$ cat src/rtl/cpu_pkg.sv
// ---------------------------------------------------------------------------
// cpu_pkg
// Shared definitions for the instruction-fetch slice of the CPU.
//   fetchState_t      : fetch FSM state (FETCH waits on memory, HOLD offers
//                       the instruction downstream)
//   DEFAULT_RESET_PC  : default PC loaded on reset
//   OP_BEQ / OP_J     : primary opcodes of beq and j, for the decoder side
//   branchOffset()    : sign-extended, word-scaled branch displacement
// ---------------------------------------------------------------------------
package cpu_pkg;

    typedef enum logic {
        FETCH = 1'b0,
        HOLD  = 1'b1
    } fetchState_t;

    localparam logic [31:0] DEFAULT_RESET_PC = 32'h0000_0000;

    localparam logic [5:0] OP_BEQ = 6'b000100;
    localparam logic [5:0] OP_J   = 6'b000010;

    // A 16-bit word displacement becomes a 32-bit byte displacement.
    function automatic logic [31:0] branchOffset(input logic [15:0] imm);
        return {{14{imm[15]}}, imm, 2'b00};
    endfunction

endpackage

$ cat src/rtl/npc_calc.sv
// ---------------------------------------------------------------------------
// npc_calc
// Combinational next-PC selection for the fetch unit.
//   pc     in  32 : address of the instruction being retired
//   instr  in  32 : that instruction word (jump target / branch immediate)
//   branch in   1 : decoder Branch
//   jump   in   1 : decoder Jump (wins over branch)
//   zero   in   1 : ALU zero flag, qualifies a branch
//   npc    out 32 : address of the next instruction
// All arithmetic is 32-bit modulo, so the PC wraps naturally.
// ---------------------------------------------------------------------------
module npc_calc
    import cpu_pkg::*;
(
    input  logic [31:0] pc,
    input  logic [31:0] instr,
    input  logic        branch,
    input  logic        jump,
    input  logic        zero,
    output logic [31:0] npc
);

    logic [31:0] pcPlus4;

    assign pcPlus4 = pc + 32'd4;

    always_comb begin
        // NOTE: npc gets a default before any branch of the if, so every path
        // assigns it and no latch can be inferred.
        npc = pcPlus4;
        if (jump) begin
            // Jump stays inside the 256 MB region of the sequential PC.
            npc = {pcPlus4[31:28], instr[25:0], 2'b00};
        end else if (branch && zero) begin
            npc = pcPlus4 + branchOffset(instr[15:0]);
        end
    end

endmodule

$ cat src/rtl/ifetch_unit.sv
// ---------------------------------------------------------------------------
// ifetch_unit
// Two-state instruction fetch: FETCH requests the word at pc from
// instruction memory; HOLD presents the latched word to decode/execute until
// it is consumed, at which point the PC advances to npc.
//
// Parameter
//   RESET_PC          : PC loaded on reset (word aligned)
// Ports
//   clk               in   1 : clock, rising edge
//   rst               in   1 : asynchronous, active-high reset
//   imem_req          out  1 : read request (FETCH, not in reset)
//   imem_addr         out 32 : fetch byte address, always equal to pc
//   imem_ack          in   1 : imem_rdata valid this cycle (used only in FETCH)
//   imem_rdata        in  32 : fetched instruction
//   instr_valid       out  1 : instr/op/func/pc hold a valid instruction
//   instr_ready       in   1 : downstream consumes the instruction
//   instr             out 32 : latched instruction
//   op, func          out  6 : instr[31:26] and instr[5:0]
//   branch/jump/zero  in   1 : next-PC controls, sampled only on consume
//   pc                out 32 : address of the instruction in instr
//   retired_cnt       out 32 : consumed-instruction count (optional)
//
// Build option
//   IFETCH_RETIRE_CNT_EN : when defined, adds retired_cnt, a wrapping count
//                          of consumed instructions.
// ---------------------------------------------------------------------------
module ifetch_unit
    import cpu_pkg::*;
#(
    parameter logic [31:0] RESET_PC = DEFAULT_RESET_PC
) (
    input  logic        clk,
    input  logic        rst,
    output logic        imem_req,
    output logic [31:0] imem_addr,
    input  logic        imem_ack,
    input  logic [31:0] imem_rdata,
    output logic        instr_valid,
    input  logic        instr_ready,
    output logic [31:0] instr,
    output logic [5:0]  op,
    output logic [5:0]  func,
    input  logic        branch,
    input  logic        jump,
    input  logic        zero,
    output logic [31:0] pc
`ifdef IFETCH_RETIRE_CNT_EN
    ,
    output logic [31:0] retired_cnt
`endif
);

    fetchState_t state;
    logic [31:0] pcReg;
    logic [31:0] instrReg;
    logic [31:0] npc;
    logic        consume;

    assign consume = (state == HOLD) && instr_ready;

    npc_calc uNpcCalc (
        .pc     (pcReg),
        .instr  (instrReg),
        .branch (branch),
        .jump   (jump),
        .zero   (zero),
        .npc    (npc)
    );

    // Single FSM process; the PC and instruction registers are its outputs.
    always_ff @(posedge clk or posedge rst) begin
        if (rst) begin
            // NOTE: sequential state uses non-blocking assignments so every
            // register samples pre-edge values regardless of statement order.
            state    <= FETCH;
            pcReg    <= {RESET_PC[31:2], 2'b00};
            instrReg <= '0;
        end else begin
            case (state)
                FETCH: begin
                    if (imem_ack) begin
                        instrReg <= imem_rdata;
                        state    <= HOLD;
                    end
                end
                HOLD: begin
                    // An ack seen here is stale and is deliberately ignored.
                    if (consume) begin
                        pcReg <= npc;
                        state <= FETCH;
                    end
                end
                default: state <= FETCH;
            endcase
        end
    end

`ifdef IFETCH_RETIRE_CNT_EN
    logic [31:0] retiredReg;

    always_ff @(posedge clk or posedge rst) begin
        if (rst) begin
            retiredReg <= '0;
        end else if (consume) begin
            retiredReg <= retiredReg + 32'd1;
        end
    end

    assign retired_cnt = retiredReg;
`endif

    // The reset term keeps the request low while reset is held, even though
    // the state register already sits in FETCH.
    assign imem_req    = (state == FETCH) && !rst;
    assign instr_valid = (state == HOLD);
    assign imem_addr   = pcReg;
    assign pc          = pcReg;
    assign instr       = instrReg;
    assign op          = instrReg[31:26];
    assign func        = instrReg[5:0];

endmodule

$ cat config.mk
export PLATFORM = sky130hd
export DESIGN_NAME = ifetch_unit
export DESIGN_NICKNAME = d
export VERILOG_FILES = /design/src/rtl/cpu_pkg.sv /design/src/rtl/npc_calc.sv /design/src/rtl/ifetch_unit.sv
export SDC_FILE = /design/constraint.sdc
export NUM_CORES = 1
export LEC_CHECK = 0
export BUFFER_PORTS_ARGS = -buffer_cell sky130_fd_sc_hd__buf_4
export CAP_MARGIN = 30
export CORE_UTILIZATION = 40
export CTS_CLUSTER_SIZE = 12
export DETAILED_ROUTE_END_ITERATION = 10
export GPL_TIMING_DRIVEN = 0
export PLACE_DENSITY = 0.65
export SLEW_MARGIN = 20
export SYNTH_ARGS = -nofsm -noshare
export SYNTH_HDL_FRONTEND = slang
export SYNTH_HIERARCHICAL = 1
export SYNTH_SLANG_ARGS = --single-unit
$ cat constraint.sdc
create_clock -name clk -period 3.4 [get_ports clk]
set_clock_uncertainty 0.15 [all_clocks]
set_input_delay 0.51 -clock clk [delete_from_list [all_inputs] [get_ports clk]]
set_output_delay 0.51 -clock clk [all_outputs]
set_load 0.03 [all_outputs]
==> impl_metrics.ini <==
[synthesis]
ys_seq_area_frac = 0.277
synth.distinct_cells = 67
synth_seq_cells = 65
avgSynthCellArea_sq_um = 9.34
synthTopCellsByArea = dfrtp_1 (28%), ha_1 (7.9%), mux2_2 (7.9%)
synth_top_area_cell = dfrtp_1
syn_inst = 629
ys.warnings.count = 6
ys_async_sr_fraction = 1.00
synth_edf_count = 0
syn_nets = 706
ys.flop_type = dfrtp_1
syn-cell-area_sq_um = 5870
synth_top_area_share = 0.277

[final_layout]
diodes = 0
drive_gt1_frac = 0.577
fill_cells = 1134
final_net_count = 943
fin_cells = 1051
design_area_sq_um = 8990
syn_to_final_growth_pct = 53.1

[floorplan]
rows = 43
start_util = 0.417
die_y_um = 123
die_w_um = 123
num_io_pins = 149
coreArea_sq_um = 14100
die-area_sq_um = 15200

[placement]
place_area_sq_um = 7340
gp_congestion = 0.918
hpwl_um = 13200
dp_slack_ns = -0.864
dp_cells = 958
io_buffers = 148

[pwr]
p_comb_frac = 0.763
p_sw_mw = 5.03
report.power.total_mw = 10.5
intPower_mw = 5.52
seq_power_share = 0.140
pwr-share-clk = 0.097
irDropWorstVdd_uv = 621
power_leakage_nw = 4.17
p_per_area_nw_per_um2 = 1170
netSwitchingFraction = 0.477

[sta]
fin_setup_tns_ns = -3.98
finalHoldViolCount = 0
setup_violations = 17
max_slew_margin = 0.443
fin_crit_sh = 1.12
setup_slack_ns = -0.422
maxSlewViolCount = 0
rsz0062_at_grt = true
fin_crit_ns = 3.82
clock.fmax_mhz = 262
worst_slew_pin_slew_ns = 0.835

[routing]
vias = 5700
routed_wirelength_um = 19600
postRouteAntennaNets = 0
avgViaCountPerCell = 5.42
drt_drc_violations_left = 0
dr.pass1.iters = 5
drt_iter0_drc = 383
routedWlPerCell_um = 18.6

[setup_path]
start_kind = register
crit_buf_inv = 0
cp_slowest_cell = nor4_4
critPathKind = reg2reg
end_kind = register
crit_path_max_fanout = 5
required_ns = 3.49
crit_arrival_ns = 3.91
crit_chain = and4_4 > and2_4 > nand3_4 > nor4_4 > xnor2_2 > ha_2 > a21oi_2 > o21ai_1 > or3_1 > o21ai_2 > o31a_2 > mux2i_1 > a2111oi_2 > mux2_4
path_delay_family = simple AND/OR/NAND/NOR gates
critPathMaxStageDelay_ns = 0.41

[clock_network]
clockBufferDepth = 2
cts_root_buf = clkbuf_16
cts_buffers = 9
clk_pin_slew_ns = 0.06
cts_tree = yes
clock_sinks = 65
clock_latency_ns = 0.35
cts_htree_levels = 3

[grt]
grt_pass1_wl_um = 29000
grt_max_degree = 56
antenna_found_initial = 0
grt_use_total = 0.253
grt_pass1_vias = 5460
grt_overflow = 0

[job]
cap_violations = 0

[min_path]
hold_class = in2reg

[outcome]
violations = negative setup slack
status = finished, violations left
[cell families after synthesis]
family / after synthesis / synth area share
fa+ha+maj: 38 / 0.0822
mux: 79 / 0.169
flops: 65 / 0.277
buf+inv: 90 / 0.0980
simple gates: 166 / 0.144
compound gates: 143 / 0.158
xor+xnor: 48 / 0.0728
[worst paths after layout]
check / startpoint / to / slack [ns] / cells past startpoint
hold / removal: imem_ack / instr_valid / 0.23 / 2
min in group asynchronous: rst / instr[25] / 0.48 / 3
setup / recovery: imem_addr[5] / imem_addr[31] / -0.42 / 14
max in group asynchronous: rst / imem_addr[15] / 2.07 / 4
setup reg to reg: imem_addr[5] / imem_addr[31] / -0.42 / 14
hold reg to reg: instr[31] / instr[31] / 0.40 / 1
[worst register-to-register path: stages (launching register included)]
cell and delay, ns:
dfrtp_2 0.37, and4_4 0.28, and2_4 0.18, nand3_4 0.12, nor4_4 0.41, xnor2_2 0.19, ha_2 0.35, a21oi_2 0.21
o21ai_1 0.15, or3_1 0.38, o21ai_2 0.17, o31a_2 0.18, mux2i_1 0.22, a2111oi_2 0.05, mux2_4 0.29
[power by group through the flow]
stage	Clock, mW	Combinational (mW)	Sequential (mW)
after global routing	1.07	8.53	1.52
after global placement	0	5.82	1.60
final	1.03	8.04	1.48
after floorplan	0	3.82	2.02
after CTS	1.04	6.89	1.48
after detailed placement	0	5.90	1.61
[through the flow]
stage / hold slack (ns) / util
6_report: 0.233 / 0.638
5_1_grt: 0.230 / 0.638
4_1_cts: 0.221 / 0.590
3_5_place_dp: 0.295 / 0.521
3_3_place_gp: 0.373 / 0.518
2_1_floorplan: 0.477 / -
[registers in the layout, indices dropped and copies added, names as in the netlist]
signal       cells
imem_addr       32
instr_valid      1
instr           32
[layout make-up]
cell class                      count  area (sq um)  share of cell area
Buffer                             63           473              0.0526
Clock buffer                       11           243              0.0270
Clock inverter                      5          80.1             0.00890
Inverter                           23          91.3              0.0102
Multi-Input combinational cell    474          4440               0.494
Sequential cell                    65          1650               0.184
Tap cell                          180           225              0.0250
Timing Repair Buffer              230          1780               0.198
[cell usage in the layout, fill, tap and decap left out, types with 5 or more instances in the layout]
cell type  instances
buf_4            263
o21ai_1            7
o21ai_2            5
nand4_1           10
dfrtp_2           21
and3_1             6
dfrtp_1           44
xnor2_1           19
xor2_1            13
a21oi_4            5
o21bai_1           7
clkbuf_1           8
mux2_4            38
a21oi_2           12
nor2_1            38
o21ai_0            9
a211oi_1           6
mux2i_1            8
ha_2               5
ha_4              11
inv_1             20
clkbuf_16          9
buf_6             17
mux2_2            33
xnor2_2            9
ha_1              21
nand2_2            9
nand3_1            9
a21o_1            19
nor2b_1            8
nand2_1           42
a21oi_1           35
[layer usage]
layer | GRT usage | routed length [um] | up-vias
met5 | 0 | 0 | -
met4 | 0.0858 | 439 | 0
met3 | 0.0457 | 1410 | 39
met2 | 0.414 | 9270 | 229
met1 | 0.336 | 8460 | 2752
li1 | - | - | 2680
[synthesized netlist by cell type (all sizes together) (2+ instances only)]
cell type  number
buf            56
dfrtp          65
nand4          11
and3            9
inv            21
o221ai          2
nand3          11
o31ai           6
mux2i           8
o21a            4
and2            4
xnor2          32
xor2           16
nand2b          2
or3b            2
or3             3
o211ai          4
a21o           19
a21oi          52
nand4b          2
a211oi          8
o21bai         10
a2111oi         3
nand2          51
o21ai          23
nor4            5
clkinv          2
clkbuf         11
nor2           45
nor3            9
nor2b           8
ha             37
mux2           71
[repair_timing]
item / 4_1_cts / 5_1_grt
buffers inserted: 48 / 31
gates resized for setup: 57 / 80
pin swaps: 36 / 33
endpoints found under the hold margin: 10 / 0
hold buffers: 1 / 0
setup endpoints to repair: 20 / 21
Power figures use the tool's default switching activity.
